===== src/rtl/seq_mult_param.sv =====
// seq_mult_param: parametrised right-shifting shift-add multiplier.
// One multiplier bit is consumed per clock; signed operands are handled by
// multiplying magnitudes and negating the final product when signs differ.
//
// Ports:
//   clk        rising-edge clock
//   rst        asynchronous active-high reset
//   start      request a new multiply (sampled only while busy=0)
//   is_signed  1 = two's-complement operands, 0 = unsigned
//   a          multiplicand (WIDTH bits)
//   b          multiplier   (WIDTH bits)
//   busy       high while an operation is in progress (WIDTH+1 cycles)
//   done       one-cycle pulse when product updates
//   product    held result register (2*WIDTH bits)
module seq_mult_param #(
  parameter int WIDTH = 6
) (
  input  logic               clk,
  input  logic               rst,
  input  logic               start,
  input  logic               is_signed,
  input  logic [WIDTH-1:0]   a,
  input  logic [WIDTH-1:0]   b,
  output logic               busy,
  output logic               done,
  output logic [2*WIDTH-1:0] product
);

  localparam int CW = (WIDTH > 2) ? $clog2(WIDTH) : 1;

  typedef enum logic [1:0] {
    IDLE   = 2'd0,
    RUN    = 2'd1,
    FINISH = 2'd2
  } state_t;

  state_t state, state_next;

  logic [WIDTH-1:0]   mcand;
  logic [WIDTH-1:0]   mplier;
  logic [WIDTH:0]     acc;
  logic [WIDTH-1:0]   lo;
  logic [CW-1:0]      cnt;
  logic               neg;

  logic [WIDTH-1:0]   a_mag;
  logic [WIDTH-1:0]   b_mag;
  logic [WIDTH:0]     sum;
  logic [2*WIDTH-1:0] mag;
  logic               last_bit;

  // The most-negative operand negates to 2^(WIDTH-1), which is still exact
  // when the WIDTH-bit result is read as unsigned.
  always_comb begin
    a_mag = (is_signed && a[WIDTH-1]) ? (~a + 1'b1) : a;
    b_mag = (is_signed && b[WIDTH-1]) ? (~b + 1'b1) : b;
  end

  // acc stays below 2^WIDTH after each shift, so acc + mcand fits WIDTH+1 bits.
  always_comb begin
    sum      = acc + {1'b0, (mplier[0] ? mcand : '0)};
    mag      = {acc[WIDTH-1:0], lo};
    last_bit = (cnt == CW'(WIDTH - 1));
  end

  always_ff @(posedge clk or posedge rst) begin
    if (rst) state <= IDLE;
    else     state <= state_next;
  end

  always_comb begin
    state_next = state;
    busy       = (state != IDLE);
    unique case (state)
      IDLE:    if (start)    state_next = RUN;
      RUN:     if (last_bit) state_next = FINISH;
      FINISH:  state_next = IDLE;
      default: state_next = IDLE;
    endcase
  end

  always_ff @(posedge clk or posedge rst) begin
    if (rst) begin
      mcand   <= '0;
      mplier  <= '0;
      acc     <= '0;
      lo      <= '0;
      cnt     <= '0;
      neg     <= 1'b0;
      done    <= 1'b0;
      product <= '0;
    end else begin
      done <= 1'b0;
      unique case (state)
        IDLE: begin
          if (start) begin
            mcand  <= a_mag;
            mplier <= b_mag;
            neg    <= is_signed & (a[WIDTH-1] ^ b[WIDTH-1]);
            acc    <= '0;
            lo     <= '0;
            cnt    <= '0;
          end
        end
        RUN: begin
          lo     <= {sum[0], lo[WIDTH-1:1]};
          acc    <= {1'b0, sum[WIDTH:1]};
          mplier <= {1'b0, mplier[WIDTH-1:1]};
          cnt    <= cnt + 1'b1;
        end
        FINISH: begin
          // Two's-complement negation of zero is zero, so no -0 artefact.
          product <= neg ? (~mag + 1'b1) : mag;
          done    <= 1'b1;
        end
        default: ;
      endcase
    end
  end

endmodule


===== config.mk =====
export PLATFORM = sky130hd
export DESIGN_NAME = seq_mult_param
export DESIGN_NICKNAME = d
export VERILOG_FILES = /design/src/rtl/seq_mult_param.sv
export SDC_FILE = /design/constraint.sdc
export NUM_CORES = 1
export LEC_CHECK = 0
export CORE_MARGIN = 2
export CORE_UTILIZATION = 55
export DETAILED_ROUTE_END_ITERATION = 10
export PLACE_DENSITY = 0.8
export SKIP_CTS_REPAIR_TIMING = 1
export SYNTH_ARGS = -nofsm -noshare
export SYNTH_HDL_FRONTEND = slang
export SYNTH_SLANG_ARGS = --single-unit
export TNS_END_PERCENT = 50

===== constraint.sdc =====
create_clock -name clk -period 4.7 [get_ports clk]
set_input_delay 0.705 -clock clk [delete_from_list [all_inputs] [get_ports clk]]
set_output_delay 0.705 -clock clk [all_outputs]
set_load 0.05 [all_outputs]

Word level (Yosys, flattened, before mapping)
Cells that the tools add are included.
{"block": "classes", "add_sub_neg": 5, "eq_ne": 5, "muxes": 16, "bitwise_logic": 5, "n_reduce_logical": 8}
{"cell": "6-bit two-way mux", "count": 5}
{"cell": "6-bit one-hot mux with 2 select lines", "count": 2}
{"cell": "7-bit one-hot mux with 2 select lines", "count": 1}
{"cell": "12-bit by 1-bit adder with 12-bit output (second input constant)", "count": 1}
{"cell": "6-bit by 1-bit adder with 6-bit output (second input constant)", "count": 2}
{"cell": "12-bit two-way mux", "count": 1}
{"cell": "12-bit NOT", "count": 1}
{"cell": "6-bit NOT", "count": 2}
{"cell": "7-bit by 6-bit adder with 7-bit output", "count": 1}
{"cell": "7-bit two-way mux", "count": 1}
{"cell": "3-bit one-hot mux with 2 select lines", "count": 1}
{"cell": "2-bit AND reduction", "count": 3}
{"cell": "2-bit two-way mux", "count": 2}
{"cell": "2-bit != test (second input constant)", "count": 2}
{"cell": "2-bit one-hot mux with 2 select lines", "count": 1}
{"cell": "2-bit nonzero test", "count": 2}
{"cell": "3-bit by 1-bit adder with 3-bit output (second input constant)", "count": 1}
{"cell": "3-bit equality test (second input constant)", "count": 1}
{"cell": "3-bit two-way mux", "count": 1}
{"cell": "2-bit by 1-bit equality test with 1-bit output (second input constant)", "count": 1}
{"cell": "2-bit equality test (second input constant)", "count": 1}
{"cell": "1-bit logical AND", "count": 2}
{"cell": "2-bit logical NOT", "count": 1}
{"cell": "1-bit bitwise AND", "count": 1}
{"cell": "2 further kinds", "count": 2}
{"block": "word_totals", "reg_bits": 44, "input_bits": 16, "out_inout_bits": 14, "wordCells": 48}

Depth between registers and ports, before layout
Gate-level depths: netlist of the first run.
{"block": "logic_depth", "depth_word": 5, "depth_mapped": 8, "ltp_nobuf": 8}

Least setup slack after synthesis of the first run
OpenSTA, ideal clock, no wires.
{"block": "synth_path", "path_type": "register to register", "from": "reg lo[5]", "to": "reg product[10]", "setup_time_ns": 0.135, "arrival_ns": 1.635, "required_time_ns": 4.565, "slack_ns": 2.930, "stages_incl_launch_ff": 5, "n_path_buf": 0, "synth_period_minus_slack_ns": 1.770, "path_cell_list": "dfrtp_1 > or4_4 > or4_1 > o21ai_0 > o311ai_1"}
{"block": "synth_via", "elab_chain_len": 3}
{"item": "start, declared", "line": "42", "text": "logic [WIDTH-1:0] lo;"}
{"item": "start signal, assigned", "line": "106", "text": "lo <= {sum[0], lo[WIDTH-1:1]};"}
{"item": "12-bit NOT", "line": "113", "text": "product <= neg ? (~mag + 1'b1) : mag;"}
{"item": "12-bit by 1-bit adder with 12-bit output", "line": "113"}
{"item": "12-bit two-way mux", "line": "113"}
{"item": "end signal, assigned", "line": "113"}
{"item": "end, declared", "line": "26", "text": "output logic [2*WIDTH-1:0] product"}
No other way between the ends.
A chain may end at the register's enable or synchronous reset.

Worst setup path in the final report of the first run
{"block": "layout_path", "from": "reg state[0]", "to": "out busy"}
{"block": "layout_via", "elab_chain_len": 1}
{"item": "start, declared", "line": "37", "text": "state_t state, state_next;"}
{"item": "start signal, assigned", "line": "68", "text": "else state <= state_next;"}
{"item": "2-bit nonzero test", "line": "73", "text": "busy = (state != IDLE);"}
{"item": "end, declared", "line": "24", "text": "output logic busy,"}
No other way between the ends.

==> results of run 1 <==
where the power goes:
part           internal [mW]  switching, mW
clock                  0.104          0.121
combinational          0.267          0.453
sequential             0.507          0.125
total                  0.878          0.699
layout make-up:
class                   instances  area, sq um
fillers                       341         1313
multi-input cells             187         1146
flip-flops and latches         43         1076
repair buffers                 30        297.8
clock buffers                   7        76.32
well taps                      50        62.56
inverters                      14        52.55
clock inverters                 1        5.005
how the worst min path moves through the flow:
stage	depth (start not counted)	to	slack (ns)
global route	2	mcand[5]	0.49
CTS	2	mcand[5]	0.47
finish	2	mcand[5]	0.48
detailed placement	2	mcand[5]	0.46
global placement	2	mcand[5]	0.45
floorplan	2	mcand[5]	0.44
worst register-to-register path: stages (launching register included):
cell      delay [ns]
dfrtp_1         0.44
or4_4           0.58
or4_1           0.44
o21ai_0         0.18
o311ai_1        0.12
kinds of logic after synthesis:
kind of cell	count (synthesis)	share of synthesized area
flip-flops	43	0.4661
buffers and inverters	23	0.03740
XOR/XNOR	18	0.06829
AND/OR/NAND/NOR	92	0.1864
multiplexers	3	0.01301
adder cells (fa/ha/maj)	12	0.06829
AO/OA/AOI/OAI	62	0.1604
sequential cells by signal (all words and copies together), names as in the netlist:
signal   cells
cnt          3
product     12
acc          6
done         1
mplier       6
mcand        6
neg          1
lo           6
state        2
routing by layer:
layer / track usage / up-vias / share of wire
met5: 0 / - / 0
met4: 0.06618 / 0 / 0.013
met3: 0.04383 / 5 / 0.041
met2: 0.3774 / 44 / 0.50
met1: 0.2602 / 838 / 0.44
li1: - / 931 / -
metrics by stage:
step           hold WS (ns)  total power, mW    util  instance area (sq um)
2_1_floorplan        0.4376            1.151       -                   2308
3_3_place_gp         0.4498            1.337  0.6540                   2635
3_5_place_dp         0.4570            1.367  0.6540                   2635
4_1_cts              0.4750            1.590  0.6742                   2716
5_1_grt              0.4877            1.712  0.6742                   2716
6_report             0.4758            1.578  0.6742                   2716
layout by cell type (no fill, tap or decap), types with 7 or more instances in the layout:
cell and count:
o21ai_0 33, ha_1 11, inv_1 14, a21oi_1 7, dfrtp_1 43, xor2_1 12
nand2_1 47, nor2_1 9, nand3_1 14, clkdlybuf4s50_1 29
cell usage after synthesis, types with 2 or more instances:
library cell,n
nand2_1,47
dfrtp_1,43
o21ai_0,33
inv_1,14
nand3_1,14
xor2_1,12
ha_1,11
clkbuf_1,9
nor2_1,9
a21oi_1,7
and2_1,6
o31ai_1,6
xnor2_1,6
a22oi_1,4
a21o_1,3
mux2i_1,3
nand2b_1,3
nor3b_1,3
o41ai_1,3
or3_1,3
nor2b_1,2
or4_1,2
==> results.json, run 1 <==
{
  "status": "finished, final reports clean",
  "root_buffer": "clkbuf_8",
  "cts_buffers": 5,
  "worstPathMaxFanout": 8,
  "dr.pass1.iters": 4,
  "synth_top_area_cell": "dfrtp_1",
  "power_density_nw_per_um2": 580.8,
  "grt_max_degree": 32,
  "synth_cell_type_count": 32,
  "final.period_utilization": 0.5137,
  "die_w_um": 68.79,
  "synth.top_cell.area_share": 0.4661,
  "synth_warnings": 0,
  "finalSetupViolCount": 0,
  "place.port_buffers": 29,
  "irDropWorstVdd_uv": 273.3,
  "cts_tree": "yes",
  "rsz0062_at_grt": "false",
  "htreeDepth": 2,
  "route.detailed.drc": 0,
  "path_delay_family": "buffers and inverters",
  "worstSetupPathType": "flop to primary output",
  "clock_latency_ns": 0.29,
  "cp_slowest_cell": "clkdlybuf4s50_1",
  "cp_num_buf_inv": 2,
  "drv_slew": 0,
  "fin_setup_tns_ns": 0,
  "pre_cts_slack_ns": 2.458,
  "antenna_found_initial": 0,
  "drive_above_1_share": 0.02837,
  "timing.final.ws_setup_ns": 2.286,
  "critPathLaunchType": "flop",
  "areaGrowthSynthToFinish_pct": 17.67,
  "synthesis.area_sq_um": 2308,
  "io_pins": 30,
  "grt.overflow.total": 0,
  "ant_nets": 0,
  "numClockSinks": 43,
  "dp_hpwl_mm": 3.261,
  "drt-total-wl_mm": 4.273,
  "maxCapViolCount": 0,
  "hold_path_startpoint": "mcand[5]",
  "dp_cells": 324,
  "worst_pin_slew_ns": 0.9168,
  "critPathMaxStageDelay_ns": 0.69,
  "synth_seq_cells": 43,
  "finClkSkew_ns": 0.007748,
  "design.core.area_sq_um": 4029,
  "antenna_cells": 0,
  "syn_nets": 281,
  "fmax_mhz": 414.2,
  "r2r-end": "product[10]",
  "worstHoldPathType": "flop to flop",
  "endpoint": "busy",
  "synth_edf_count": 0,
  "period_needed_ns": 2.414,
  "r2r_slack_ns": 2.83,
  "syn_area_per_cell_sq_um": 9.124,
  "critPathRequiredTime_ns": 3.99,
  "reg2reg_from": "lo[5]",
  "yosys-top-cells-area": "dfrtp_1, nand2_1, o21ai_0, ha_1, xor2_1",
  "hold_viol_final": 0,
  "groute.usage.overall": 0.2132,
  "die_height_um": 68.79,
  "first_global_vias": 1681,
  "clk_pin_slew_ns": 0.08,
  "die_area_sq_um": 4731,
  "r2r_cells": 4,
  "fin_cells": 332,
  "fin_nets": 309,
  "cts_buffer_depth": 2,
  "cp_cell_sequence": "nor2_1, inv_1, clkdlybuf4s50_1",
  "start_util": 0.5730,
  "grt_pass1_wl_mm": 7.438,
  "end_kind": "primary output",
  "yosysSeqAreaShare": 0.4661,
  "routedWlPerCell_um": 12.87,
  "crit_cells": 3,
  "postSynthCellCount": 253,
  "drt_iter0_drc": 80,
  "async_flop_share": 1.000,
  "crit_arrival_ns": 1.71,
  "p_leak_nw": 1.274,
  "crit_start": "state[0]",
  "gp_congestion": 0.8172,
  "synthFlopType": "dfrtp_1",
  "rows": 23,
  "maxSlewHeadroom": 0.3875,
  "vias": 1818,
  "via_per_inst": 5.476
}
No activity file was read; power rests on OpenSTA's default activity.
==> inputs of run 2 (changes only) <==
--- a/config.mk
+++ b/config.mk
@@ -6,9 +6,9 @@
 export NUM_CORES = 1
 export LEC_CHECK = 0
 export CORE_MARGIN = 2
-export CORE_UTILIZATION = 55
+export CORE_UTILIZATION = 49
 export DETAILED_ROUTE_END_ITERATION = 10
-export PLACE_DENSITY = 0.8
+export PLACE_DENSITY = 0.75
 export SKIP_CTS_REPAIR_TIMING = 1
 export SYNTH_ARGS = -nofsm -noshare
 export SYNTH_HDL_FRONTEND = slang
==> constraint.sdc (replaced) <==
create_clock -name clk -period 2.2 [get_ports clk]
set_input_delay 0.33 -clock clk [delete_from_list [all_inputs] [get_ports clk]]
set_output_delay 0.33 -clock clk [all_outputs]
set_load 0.05 [all_outputs]
==> results.json, run 2 (synthesized netlist as in run 1, its figures left out) <==
{
  "clock_latency_ns": 0.29,
  "groute.usage.overall": 0.1782,
  "maxCapViolCount": 0,
  "first_global_vias": 1684,
  "drv_slew": 0,
  "io_pins": 30,
  "areaGrowthSynthToFinish_pct": 19.67,
  "mostFrequentLayoutCells": "nand2_1, dfrtp_1, o21ai_0",
  "irDropWorstVdd_uv": 497.1,
  "rsz0062_at_grt": "false",
  "root_buffer": "clkbuf_8",
  "power_density_nw_per_um2": 1237,
  "numClockSinks": 43,
  "layout_commonest_cell": "nand2_1",
  "fmax_mhz": 496.0,
  "worstHoldPathType": "primary input to asynchronous set/reset pin",
  "fin_setup_tns_ns": 0,
  "regMostFlops": "product",
  "p_leak_nw": 1.301,
  "design.core.area_sq_um": 4444,
  "fin_cells": 338,
  "hold-worst-slack_ns": 0.4679,
  "maxSlewHeadroom": 0.6060,
  "drt_iter0_drc": 36,
  "dr.pass1.iters": 4,
  "status": "finished, final reports clean",
  "hold_viol_final": 0,
  "rows": 24,
  "die_height_um": 72.64,
  "antenna_found_initial": 0,
  "drive_above_1_share": 0.04895,
  "dp_cells": 331,
  "critPathRequiredTime_ns": 1.87,
  "fin_nets": 314,
  "period_needed_ns": 2.016,
  "htreeDepth": 2,
  "finClkSkew_ns": 0.004723,
  "route.detailed.drc": 0,
  "die_area_sq_um": 5276,
  "grt_max_degree": 44,
  "worstSetupPathType": "flop to primary output",
  "final.period_utilization": 0.9165,
  "largest_register_ffs": 12,
  "end_kind": "primary output",
  "place.port_buffers": 29,
  "crit_arrival_ns": 1.69,
  "dp_hpwl_mm": 3.117,
  "vias": 1831,
  "grt_pass1_wl_mm": 7.293,
  "clk_pin_slew_ns": 0.07,
  "critPathLaunchType": "flop",
  "cts_buffer_depth": 2,
  "start_util": 0.5194,
  "die_w_um": 72.64,
  "grt.overflow.total": 0,
  "via_per_inst": 5.417,
  "drt-total-wl_mm": 4.079,
  "p_total_mw": 3.418,
  "worstPathMaxFanout": 8,
  "cts_tree": "yes",
  "antenna_cells": 0,
  "routedWlPerCell_um": 12.07,
  "ant_nets": 0,
  "gp_congestion": 0.7258,
  "worst_pin_slew_ns": 0.5896,
  "finalSetupViolCount": 0,
  "cts_buffers": 5
}
-- run 2: cell type report --
class | instances | area (sq um)
Multi-Input combinational cell | 187 | 1146
Timing Repair Buffer | 35 | 335.3
Sequential cell | 43 | 1076
Inverter | 14 | 52.55
Clock inverter | 1 | 5.005
Clock buffer | 6 | 82.58
Tap cell | 52 | 65.06
Fill cell | 429 | 1682
-- run 2: power breakdown --
part	total [mW]	internal (mW)	leakage (nW)	switching (mW)
clock network	0.499	0.246	0.0470	0.253
registers	1.34	1.08	0.554	0.254
logic	1.58	0.608	0.700	0.974
total	3.42	1.94	1.30	1.48
-- run 2: worst paths after layout --
| path | cells after the start | from | slack [ns] | end |
|---|---|---|---|---|
| setup / recovery | 3 | state[0] | 0.18 | busy |
| max in group asynchronous | 3 | rst | 1.38 | mcand[0] |
| setup reg to reg | 4 | lo[5] | 0.34 | product[10] |
| min in group clk | 2 | mcand[2] | 0.48 | mcand[2] |
| hold reg to reg | 2 | mcand[2] | 0.48 | mcand[2] |
| hold / removal | 3 | rst | 0.47 | product[0] |
-- run 2: routing by layer --
layer  wire length [um]  up-vias  track usage  part of all wire
met4                 65        0      0.06173             0.016
met3                151        6      0.04558             0.037
met2               2021       39       0.3232              0.50
li1                   -      940            -                 -
met5                  0        -            0                 0
met1               1840      846       0.2023              0.45
-- run 2: through the flow --
step	instance area, sq um	setup WS [ns]	utilization
floorplan	2308	0.4295	-
global placement	2675	0.3977	0.6019
detailed placement	2675	0.3430	0.6019
CTS	2763	0.1653	0.6216
global route	2763	0.1285	0.6216
finish	2763	0.1837	0.6216
-- run 2: critical path: stages, from the launching register on --
cell	delay, ns
dfrtp_1	0.45
nor2_1	0.09
inv_1	0.06
clkdlybuf4s50_1	0.79
==> inputs of run 3 (changes only) <==
--- a/config.mk
+++ b/config.mk
@@ -7,6 +7,7 @@
 export LEC_CHECK = 0
 export CORE_MARGIN = 2
 export CORE_UTILIZATION = 49
+export CTS_CLUSTER_SIZE = 24
 export DETAILED_ROUTE_END_ITERATION = 10
 export PLACE_DENSITY = 0.75
 export SKIP_CTS_REPAIR_TIMING = 1
==> results of run 3 <==
No change in the layout: final DEF, timing and power equal those of run 2.
